--- src/rtl/rr_output_arbiter.sv ---
// Round-robin arbiter for one router output port, with wormhole packet locking
// and a downstream credit counter. Grants are combinational from registered state.
module rr_output_arbiter #(
  parameter int                NUM_PORTS   = 5,
  parameter int                ADDR_W      = 3,
  parameter logic [ADDR_W-1:0] OUT_ADDR    = '0,
  parameter int                SELF_PORT   = 0,
  parameter int                MAX_CREDITS = 4,
  localparam int               IDX_W       = (NUM_PORTS > 1) ? $clog2(NUM_PORTS) : 1,
  localparam int               CRD_W       = $clog2(MAX_CREDITS + 1)
) (
  input  logic                        clk,
  input  logic                        reset,
  input  logic [NUM_PORTS*ADDR_W-1:0] nexthop_addr_i,
  input  logic [NUM_PORTS-1:0]        flit_valid_i,
  input  logic [NUM_PORTS-1:0]        flit_tail_i,
  input  logic                        credit_return_i,
  output logic [NUM_PORTS-1:0]        grant_o,
  output logic                        grant_valid_o,
  output logic [IDX_W-1:0]            grant_idx_o,
  output logic                        locked_o,
  output logic [CRD_W-1:0]            credit_count_o,
  output logic                        credit_err_o
);

  typedef enum logic {IDLE, LOCKED} state_t;

  state_t               state_q, state_d;
  logic [IDX_W-1:0]     rr_ptr_q, rr_ptr_d;
  logic [IDX_W-1:0]     owner_q, owner_d;
  logic [CRD_W-1:0]     credit_q, credit_d;
  logic                 credit_err_q, credit_err_d;

  logic [NUM_PORTS-1:0] req;
  logic                 win_found;
  logic [IDX_W-1:0]     win_idx;
  logic [IDX_W-1:0]     cand_idx;
  int                   cand;
  logic                 grant_valid;
  logic [IDX_W-1:0]     grant_idx;

  always_ff @(posedge clk) begin
    if (reset) begin
      state_q      <= IDLE;
      rr_ptr_q     <= '0;
      owner_q      <= '0;
      credit_q     <= CRD_W'(MAX_CREDITS);
      credit_err_q <= 1'b0;
    end else begin
      state_q      <= state_d;
      rr_ptr_q     <= rr_ptr_d;
      owner_q      <= owner_d;
      credit_q     <= credit_d;
      credit_err_q <= credit_err_d;
    end
  end

  // Requests addressed to this output, excluding the U-turn input.
  always_comb begin
    req = '0;
    for (int j = 0; j < NUM_PORTS; j++) begin
      req[j] = flit_valid_i[j] &&
               (nexthop_addr_i[j*ADDR_W +: ADDR_W] == OUT_ADDR) &&
               (j != SELF_PORT);
    end
  end

  // Rotating search starting at rr_ptr; the wrap is explicit so NUM_PORTS may be any value.
  always_comb begin
    win_found = 1'b0;
    win_idx   = '0;
    cand      = 0;
    cand_idx  = '0;
    for (int k = 0; k < NUM_PORTS; k++) begin
      cand = int'(rr_ptr_q) + k;
      if (cand >= NUM_PORTS) cand = cand - NUM_PORTS;
      cand_idx = IDX_W'(cand);
      if (!win_found && req[cand_idx]) begin
        win_found = 1'b1;
        win_idx   = cand_idx;
      end
    end
  end

  always_comb begin
    state_d      = state_q;
    rr_ptr_d     = rr_ptr_q;
    owner_d      = owner_q;
    credit_d     = credit_q;
    credit_err_d = 1'b0;
    if (grant_valid) begin
      if (state_q == IDLE) begin
        rr_ptr_d = (grant_idx == IDX_W'(NUM_PORTS - 1)) ? '0 : grant_idx + IDX_W'(1);
        if (!flit_tail_i[grant_idx]) begin
          state_d = LOCKED;
          owner_d = grant_idx;
        end
      end else if (flit_tail_i[grant_idx]) begin
        state_d = IDLE;
      end
    end
    case ({grant_valid, credit_return_i})
      2'b10: credit_d = credit_q - CRD_W'(1);
      2'b01: begin
        if (credit_q == CRD_W'(MAX_CREDITS)) credit_err_d = 1'b1;
        else                                 credit_d     = credit_q + CRD_W'(1);
      end
      default: ;
    endcase
  end

  // While locked only the owner may move; nothing moves without a credit or during reset.
  always_comb begin
    grant_valid = 1'b0;
    grant_idx   = '0;
    grant_o     = '0;
    if (!reset && (credit_q != '0)) begin
      if (state_q == IDLE) begin
        grant_valid = win_found;
        grant_idx   = win_found ? win_idx : '0;
      end else if (req[owner_q]) begin
        grant_valid = 1'b1;
        grant_idx   = owner_q;
      end
    end
    if (grant_valid) grant_o[grant_idx] = 1'b1;
  end

  assign grant_valid_o  = grant_valid;
  assign grant_idx_o    = grant_idx;
  assign locked_o       = (state_q == LOCKED);
  assign credit_count_o = credit_q;
  assign credit_err_o   = credit_err_q;

endmodule
--- config.mk ---
export PLATFORM = sky130hd
export DESIGN_NAME = rr_output_arbiter
export DESIGN_NICKNAME = d
export VERILOG_FILES = /design/src/rtl/rr_output_arbiter.sv
export SDC_FILE = /design/constraint.sdc
export NUM_CORES = 1
export LEC_CHECK = 0
export CAP_MARGIN = 15
export CORE_MARGIN = 2
export CORE_UTILIZATION = 35
export DETAILED_ROUTE_END_ITERATION = 7
export DONT_BUFFER_PORTS = 1
export SLEW_MARGIN = 10
export SYNTH_ARGS = -nofsm -noshare
export SYNTH_HDL_FRONTEND = slang
export SYNTH_SLANG_ARGS = --single-unit
--- constraint.sdc ---
create_clock -name clk -period 5.55 [get_ports clk]
set_input_delay 0.2775 -clock clk [delete_from_list [all_inputs] [get_ports clk]]
set_output_delay 0.2775 -clock clk [all_outputs]
set_load 0.02 [all_outputs]
==> impl_metrics.env, run 1 <==
export IMPL_final_cell_mix="nor2_1 (25), nand2_1 (17), inv_1 (13), a21oi_1 (12), dfxtp_1 (11)"
export IMPL_switching_power_uw=389
export IMPL_die_w_um=77.9
export IMPL_powerDensity_nw_per_um2=362
export IMPL_end_kind="primary output"
export IMPL_synthesis_nets=279
export IMPL_startpoint_type="flop"
export IMPL_synth_cells=239
export IMPL_relSlewSlack_pct=51.1
export IMPL_die_area_um2=6060
export IMPL_nNetsFinal=277
export IMPL_layout_drive_gt1_share_pct=12.7
export IMPL_insertion_delay_ns=0.24
export IMPL_final_common_cell="nor2_1"
export IMPL_port_buffers=0
export IMPL_intPower_uw=338
export IMPL_avgSynthCellArea_um2=7.99
export IMPL_setup_slack_ns=1.05
export IMPL_drt_first_pass_iters=4
export IMPL_yosys_area_top_type="dfxtp_1"
export IMPL_grt_pass1_vias=1760
export IMPL_placeableCoreArea_um2=5170
export IMPL_via_per_inst=6.01
export IMPL_vias=1838
export IMPL_drt_iter0_markers=170
export IMPL_pre_cts_ws_ns=1.16
export IMPL_hold_ws_ns=0.101
export IMPL_cts_tree="yes"
export IMPL_die_h_um=77.9
export IMPL_yosysUniqueCellTypes=72
export IMPL_crit_arrival_ns=4.22
export IMPL_fmax_mhz=222
export IMPL_setup_viol=0
export IMPL_maxSlewViolCount=0
export IMPL_cts_buffer_depth=2
export IMPL_drc=0
export IMPL_path_buf_inv=2
export IMPL_cts_made_buffers=3
export IMPL_start_util_pct=36.9
export IMPL_path_delay_family="compound AO/OA/AOI/OAI gates"
export IMPL_pwr_share_comb_pct=69.2
export IMPL_clkTransAtPathRegs_ns=0.05
export IMPL_antenna_found_initial=0
export IMPL_cts_resized=0
export IMPL_hold_viol_final=0
export IMPL_status="finished clean"
export IMPL_gr_usage_all_layers_pct=17.2
export IMPL_pwr_share_clk_pct=11.0
export IMPL_tns_ns=0
export IMPL_static_leakage_power_nw=0.739
export IMPL_finalWirelength_mm=5.04
export IMPL_swShare_pct=53.5
export IMPL_power_frac_seq_pct=19.8
export IMPL_wl_per_cell_um=16.5
export IMPL_synth_area_um2=1910
export IMPL_synth_seq_cells=11
export IMPL_cts_root_buf="clkbuf_8"
export IMPL_synth_edf_count=0
export IMPL_clock_sinks=11
export IMPL_finalWeightedCongestion=0.826
export IMPL_grt_pass1_wl_mm=8.63
export IMPL_dp_hpwl_mm=3.95
export IMPL_skew_ns=0.00178
export IMPL_critPathMaxFanout=12
export IMPL_rsz0062_at_grt="false"
export IMPL_antennaDiodeCount=0
export IMPL_path_cells="inv_1 -> ha_1 -> a21oi_1 -> o21ai_0 -> o32ai_1 -> nand2_1 -> o21ai_1 -> nor3b_2 -> nor2_2 -> inv_1 -> nor3_1"
export IMPL_ir_drop_mv=0.187
export IMPL_ioPinCount=42
export IMPL_crit_top_cell="inv_1"
export IMPL_yosysWarnings=0
export IMPL_critPathRequiredTime_ns=5.27
export IMPL_synth_flop_cell="dfxtp_1"
export IMPL_gr_total_overflow=0
export IMPL_fp_row_count=26
export IMPL_h_tree_depth=1
export IMPL_crit_path_max_incr_delay_ns=0.59
export IMPL_ys_seq_area_share_pct=11.5
export IMPL_drv_cap=0
export IMPL_synthDominantCellAreaShare_pct=11.5
export IMPL_hold_class="in2reg"
export IMPL_postCtsSetupRepairBufs=0
export IMPL_hold_buffers=0
export IMPL_crit_slowest_cell="dfxtp_1"
export IMPL_grt_max_degree=20
export IMPL_ant_nets=0
export IMPL_finalCriticalPeriod_ns=4.50
export IMPL_area_delta_synth_final_pct=5.37
export IMPL_path_class="reg2out"
export IMPL_worst_pin_slew_ns=0.731
export IMPL_async_flop_share_pct=0
export IMPL_fin_crit_sh_pct=81.0
export IMPL_synth_area_top_cells="dfxtp_1 (12%), ha_1 (6.6%), nor2_1 (4.9%)"
-- metal layers --
metal  GRT usage (%)  vias to the layer above  routed length [µm]
met2            26.9                       67                2200
li1                -                      919                   -
met3            3.37                        9                 415
met4            4.29                        0                  68
met5               0                        -                   0
met1            24.0                      843                2360
-- registers in the layout (all words and copies together), names as in the netlist --
register        cells
credit_err_o        1
rr_ptr_q            3
credit_count_o      3
owner_q             3
locked_o            1
-- kinds of logic (layout without fill, tap and decap cells) --
kind of cell / count (synthesis) / after routing / synth area share (%)
other: 1 / 1 / 0.196
XOR/XNOR: 5 / 5 / 2.29
adder cells (fa/ha/maj): 12 / 12 / 8.65
multiplexers: 11 / 11 / 6.09
AND/OR/NAND/NOR: 96 / 96 / 32.3
buffers and inverters: 24 / 21 / 5.11
AO/OA/AOI/OAI: 79 / 79 / 33.8
flip-flops: 11 / 11 / 11.5
-- worst paths after layout --
path	startpoint	endpoint	slack [ns]	depth (start not counted)
worst max-delay path	rr_ptr_q[2]$_SDFFE_PP0P_	grant_o[2]	1.05	11
worst min register to register	owner_q[0]$_SDFFE_PP0P_	owner_q[0]$_SDFFE_PP0P_	0.49	2
worst max register to register	rr_ptr_q[1]$_SDFFE_PP0P_	rr_ptr_q[2]$_SDFFE_PP0P_	1.12	16
worst min-delay path	reset	rr_ptr_q[0]$_SDFFE_PP0P_	0.10	1
-- synth_stat cells (4+ instances only) --
cell      instances
o21ai_0           6
o31ai_1           5
ha_1             10
nor2_1           25
inv_1            13
a211oi_1          4
a211o_1           4
nand2_1          17
nand2b_1          6
nand3_1           6
dfxtp_1          11
a21oi_1          12
o31a_1            4
nor3_1            4
xnor2_1           5
mux2i_1           9
o21ai_1           4
and3_1            4
o22ai_1           5
-- layout make-up --
class	count	area, µm²
Sequential cell	11	220
Inverter	16	60.1
Fill cell	538	3160
Multi-Input combinational cell	204	1590
Tap cell	70	87.6
Timing Repair Buffer	1	7.51
Clock buffer	4	45.0
-- metrics by stage --
step           std cells  util, %  power [mW]  area [µm²]
2_1_floorplan        239        -       0.551        1910
3_3_place_gp         302     38.0       0.639        1970
3_5_place_dp         302     38.0       0.642        1970
4_1_cts              306     38.9       0.727        2010
5_1_grt              306     38.9       0.793        2010
6_report             306     38.9       0.727        2010
-- power by group through the flow --
stage               logic [mW]  registers (mW)  clock network [mW]
finish                   0.503           0.144              0.0797
global route             0.556           0.149              0.0877
CTS                      0.499           0.145              0.0838
detailed placement       0.496           0.146                   0
global placement         0.493           0.145                   0
floorplan                0.416           0.135                   0
Power figures use the tool's default switching activity.
==> run 2, diff against run 1 <==
Clock period 5.55 ns to 4.6 ns, I/O delays scaled along.
==> run 2 against run 1 <==
  * Cell area increased by 2.1%
  * Sequential power increased by 17%
  * Largest cell class unchanged
  * Die area unchanged
  * Clock power increased by 19%
  * Highest routed layer unchanged
  * Count of clock-buffer cells in the layout unchanged
  * Combinational power increased by 24%
  * Sequential share of layout area decreased by 0.22 points
==> impl_metrics.env, run 2 (synthesis results as in run 1) <==
export IMPL_status="finished clean"
export IMPL_antenna_found_initial=0
export IMPL_drc=0
export IMPL_ir_drop_mv=0.253
export IMPL_ant_nets=0
export IMPL_pwr_share_comb_pct=70.3
export IMPL_multi_input_comb_area_um2=1600
export IMPL_swShare_pct=52.8
export IMPL_fin_crit_sh_pct=91.7
export IMPL_cts_tree="yes"
export IMPL_critPathMaxFanout=9
export IMPL_finalWeightedCongestion=0.862
export IMPL_path_class="reg2reg"
export IMPL_relSlewSlack_pct=50.1
export IMPL_area_delta_synth_final_pct=7.54
export IMPL_start_util_pct=36.9
export IMPL_die_h_um=77.9
export IMPL_final_cell_mix="nor2_1 (25), nand2_1 (17), inv_1 (13), a21oi_1 (11), dfxtp_1 (11)"
export IMPL_tns_ns=0
export IMPL_startpoint_type="flop"
export IMPL_regArea_um2=220
export IMPL_postCtsSetupRepairBufs=0
export IMPL_clkTransAtPathRegs_ns=0.05
export IMPL_switching_power_uw=469
export IMPL_skew_ns=0.00138
export IMPL_pwr_share_clk_pct=10.7
export IMPL_powerDensity_nw_per_um2=432
export IMPL_hold_viol_final=0
export IMPL_grt_pass1_vias=1748
export IMPL_die_w_um=77.9
export IMPL_path_cells="inv_1 -> ha_1 -> ha_1 -> nand2b_1 -> and4_1 -> o21ai_1 -> nor3b_1 -> a311oi_1 -> o31ai_1 -> nand2_1 -> inv_1 -> ha_1 -> nor2_1 -> mux2_1 -> nor2_1 -> a211oi_1"
export IMPL_worst_pin_slew_ns=0.746
export IMPL_drv_cap=0
export IMPL_drt_first_pass_iters=4
export IMPL_cts_made_buffers=3
export IMPL_finalCriticalPeriod_ns=4.22
export IMPL_cts_root_buf="clkbuf_8"
export IMPL_via_per_inst=5.92
export IMPL_nNetsFinal=282
export IMPL_h_tree_depth=1
export IMPL_gr_usage_all_layers_pct=16.8
export IMPL_grt_pass1_wl_mm=8.38
export IMPL_drt_iter0_markers=154
export IMPL_fmax_mhz=237
export IMPL_maxSlewViolCount=0
export IMPL_setup_viol=0
export IMPL_hold_ws_ns=0.0624
export IMPL_wl_per_cell_um=15.9
export IMPL_placeableCoreArea_um2=5170
export IMPL_gr_total_overflow=0
export IMPL_finalWirelength_mm=4.95
export IMPL_intPower_uw=419
export IMPL_antennaDiodeCount=0
export IMPL_crit_arrival_ns=4.33
export IMPL_cts_buffer_depth=2
export IMPL_end_kind="flop"
export IMPL_critPathRequiredTime_ns=4.71
export IMPL_insertion_delay_ns=0.23
export IMPL_power_frac_seq_pct=19.1
export IMPL_crit_top_cell="ha_1"
export IMPL_fillCellCount=560
export IMPL_rsz0062_at_grt="false"
export IMPL_dp_hpwl_mm=3.92
export IMPL_vias=1842
export IMPL_final_common_cell="nor2_1"
export IMPL_grt_max_degree=20
export IMPL_fp_row_count=26
export IMPL_clock_sinks=11
export IMPL_die_area_um2=6060
export IMPL_hold_class="in2reg"
export IMPL_layout_drive_gt1_share_pct=14.9
export IMPL_static_leakage_power_nw=0.764
export IMPL_crit_slowest_cell="dfxtp_1"
export IMPL_ioPinCount=42
export IMPL_port_buffers=0
export IMPL_crit_path_max_incr_delay_ns=0.53
run 2: changes by cell type in the layout (fill, tap and decap cells not counted):
cell,previous run,this run
a21oi_2,3,4
buf_4,1,6
a21oi_1,12,11
run 2: path summary, 6_finish.rpt:
kind | from | end | slack [ns] | depth (start not counted)
setup / recovery | rr_ptr_q[1]$_SDFFE_PP0P_ | rr_ptr_q[2]$_SDFFE_PP0P_ | 0.38 | 16
hold reg to reg | owner_q[0]$_SDFFE_PP0P_ | owner_q[0]$_SDFFE_PP0P_ | 0.48 | 2
hold / removal | reset | credit_count_o[0]$_SDFFE_PP0P_ | 0.06 | 1
setup reg to reg | rr_ptr_q[1]$_SDFFE_PP0P_ | rr_ptr_q[2]$_SDFFE_PP0P_ | 0.38 | 16
run 2: critical path: cells and delay by family (launching register included):
family / cells / cell delay, ns
compound gates: 4 / 0.85
fa+ha+maj: 3 / 0.83
buf+inv: 2 / 0.48
flops: 1 / 0.53
mux: 1 / 0.29
simple gates: 6 / 1.10
run 2: per-layer routing:
| metal | share of wire [%] | global-route usage [%] |
|---|---|---|
| met2 | 43 | 25.4 |
| met1 | 49 | 23.6 |
| met4 | 1.9 | 5.36 |
| met3 | 6.4 | 3.49 |
| met5 | 0 | 0 |
run 2: power by group through the flow:
| stage | clock network, mW | logic (mW) | registers [mW] |
|---|---|---|---|
| after floorplan | 0 | 0.502 | 0.163 |
| after global placement | 0 | 0.614 | 0.171 |
| after detailed placement | 0 | 0.613 | 0.171 |
| after CTS | 0.0978 | 0.617 | 0.169 |
| after global routing | 0.104 | 0.686 | 0.174 |
| final | 0.0945 | 0.624 | 0.169 |
run 2: area by class of cell:
| class | instances | area share, % |
|---|---|---|
| clock buffer | 4 | 2.19 |
| inverter | 16 | 2.93 |
| multi-input combinational | 204 | 77.7 |
| sequential | 11 | 10.7 |
| tap | 70 | 4.27 |
| timing repair buffer | 6 | 2.19 |
run 2: stage by stage:
| step | setup WS [ns] | power [mW] | utilization (%) | instance area (µm²) | std cells |
|---|---|---|---|---|---|
| floorplan | 0.720 | 0.665 | - | 1910 | 239 |
| CTS | 0.351 | 0.885 | 39.6 | 2050 | 311 |
| global route | 0.00870 | 0.965 | 39.7 | 2050 | 311 |
| global placement | 0.393 | 0.786 | 38.8 | 2000 | 307 |
| detailed placement | 0.388 | 0.784 | 38.8 | 2000 | 307 |
| finish | 0.380 | 0.888 | 39.7 | 2050 | 311 |
run 2: what timing repair did:
action | 4_1_cts | 5_1_grt
setup endpoints to repair | 0 | 1
gates resized for setup | 0 | 1
hold buffers | 0 | 0
==> run 3, diff against run 2 <==
Settings changed: CELL_PAD_IN_SITES_DETAIL_PLACEMENT set to 0, CELL_PAD_IN_SITES_GLOBAL_PLACEMENT set to 1, PLACE_DENSITY_LB_ADDON set to 0.1.
==> run 3 against run 2 <==
  * Critical path depth is 2 lower
  * First-iteration DRC count decreased by 25%
  * Sequential power about the same
  * Count of clock-buffer cells in the layout shrank 1
  * Register-to-register slack better by 0.098 ns
  * Core utilization rose by 0.53 points
  * Largest cell class unchanged
  * Largest power group unchanged
==> impl_metrics.env, run 3 (synthesis results as in run 1) <==
export IMPL_start_util_pct=36.9
export IMPL_critPathMaxFanout=10
export IMPL_ioPinCount=42
export IMPL_layout_drive_gt1_share_pct=16.3
export IMPL_antennaDiodeCount=0
export IMPL_antenna_found_initial=0
export IMPL_insertion_delay_ns=0.24
export IMPL_end_kind="flop"
export IMPL_area_delta_synth_final_pct=8.98
export IMPL_cts_tree="yes"
export IMPL_clkTransAtPathRegs_ns=0.06
export IMPL_clock_sinks=11
export IMPL_grt_max_degree=20
export IMPL_status="finished clean"
export IMPL_finalWirelength_mm=5.47
export IMPL_grt_pass1_vias=1773
export IMPL_setup_viol=0
export IMPL_maxSlewViolCount=0
export IMPL_multi_input_comb_area_um2=1590
export IMPL_relSlewSlack_pct=49.2
export IMPL_worst_pin_slew_ns=0.759
export IMPL_port_buffers=0
export IMPL_cts_root_buf="clkbuf_8"
export IMPL_fillCellCount=553
export IMPL_ir_drop_mv=0.200
export IMPL_hold_class="in2reg"
export IMPL_placed_cell_area_um2=2030
export IMPL_rsz0062_at_grt="false"
export IMPL_hold_viol_final=0
export IMPL_critPathRequiredTime_ns=4.71
export IMPL_cts_buffer_depth=2
export IMPL_die_area_um2=6060
export IMPL_static_leakage_power_nw=0.787
export IMPL_fmax_mhz=243
export IMPL_path_class="reg2reg"
export IMPL_gr_usage_all_layers_pct=18.6
export IMPL_gr_total_overflow=0
export IMPL_skew_ns=0.00737
export IMPL_fin_crit_sh_pct=89.6
export IMPL_finalCriticalPeriod_ns=4.12
export IMPL_via_per_inst=5.85
export IMPL_crit_arrival_ns=4.23
export IMPL_die_h_um=77.9
export IMPL_fp_row_count=26
export IMPL_grt_pass1_wl_mm=9.07
export IMPL_die_w_um=77.9
export IMPL_startpoint_type="flop"
export IMPL_h_tree_depth=1
export IMPL_drc=0
export IMPL_regArea_um2=220
export IMPL_drv_cap=0
export IMPL_drt_iter0_markers=116
export IMPL_postCtsSetupRepairBufs=0
export IMPL_wl_per_cell_um=17.4
export IMPL_powerDensity_nw_per_um2=435
export IMPL_tns_ns=0
export IMPL_placeableCoreArea_um2=5170
export IMPL_finalWeightedCongestion=0.855
export IMPL_drt_first_pass_iters=4
export IMPL_final_cell_mix="nor2_1 (25), nand2_1 (17), inv_1 (13), a21oi_1 (12), dfxtp_1 (11)"
export IMPL_vias=1843
export IMPL_hold_buffers=0
export IMPL_ant_nets=0
export IMPL_cts_made_buffers=3
export IMPL_cts_resized=0
export IMPL_final_common_cell="nor2_1"
export IMPL_final_area_um2=2080
export IMPL_dp_hpwl_mm=4.44
export IMPL_nNetsFinal=286
-- run 3: cell count changes in the layout (fill, tap and decap cells not counted) --
cell,before,now
a21oi_1,11,12
a21oi_2,4,3
buf_4,6,10
clkbuf_1,1,0
clkinv_2,0,1
-- run 3: cell type report --
cell class / count / share of cell area (%)
multi-input cells: 204 / 76.5
flip-flops and latches: 11 / 10.6
well taps: 70 / 4.21
repair buffers: 10 / 3.61
inverters: 16 / 2.89
clock buffers: 3 / 1.98
clock inverters: 1 / 0.241
-- run 3: through the flow --
stage          worst slack, ns  power (mW)  util (%)  instances  hold slack [ns]
2_1_floorplan            0.720       0.665         -        239            0.447
3_3_place_gp             0.461       0.810      39.3        311            0.302
3_5_place_dp             0.493       0.808      39.3        311            0.302
4_1_cts                  0.482       0.912      40.2        315           0.0397
5_1_grt                 0.0376       0.993      40.2        315           0.0402
6_report                 0.478       0.905      40.2        315           0.0481
-- run 3: worst max-delay path: stages (launching register included) --
cell      delay [ns]
dfxtp_1         0.32
inv_2           0.15
ha_1            0.17
inv_1           0.04
fa_1            0.41
a21oi_1         0.45
mux2i_1         0.35
nor2_1          0.07
a21oi_1         0.25
o21ai_1         0.21
o41ai_4         0.50
nand2_1         0.22
fa_1            0.45
o31ai_1         0.26
o221ai_1        0.15
-- run 3: layer usage --
metal	track usage, %	vias to the layer above	wire, µm
met3	2.09	6	189
met5	0	-	0
met2	30.2	42	2580
li1	-	931	-
met1	25.9	864	2630
met4	5.18	0	68
-- run 3: report_power, final --
group,switching [mW],total (mW),leakage [nW],internal (mW)
sequential,0.0468,0.166,0.0896,0.119
clock,0.0386,0.0983,0.0255,0.0596
combinational,0.394,0.641,0.672,0.247
total,0.480,0.905,0.787,0.425
-- run 3: final timing paths --
path,start,slack [ns],to,depth (start not counted)
setup reg to reg,rr_ptr_q[0]$_SDFFE_PP0P_,0.48,credit_count_o[2]$_SDFFE_PP1P_,14
setup / recovery,rr_ptr_q[0]$_SDFFE_PP0P_,0.48,credit_count_o[2]$_SDFFE_PP1P_,14
hold / removal,reset,0.05,rr_ptr_q[0]$_SDFFE_PP0P_,1
hold reg to reg,owner_q[0]$_SDFFE_PP0P_,0.47,owner_q[0]$_SDFFE_PP0P_,2
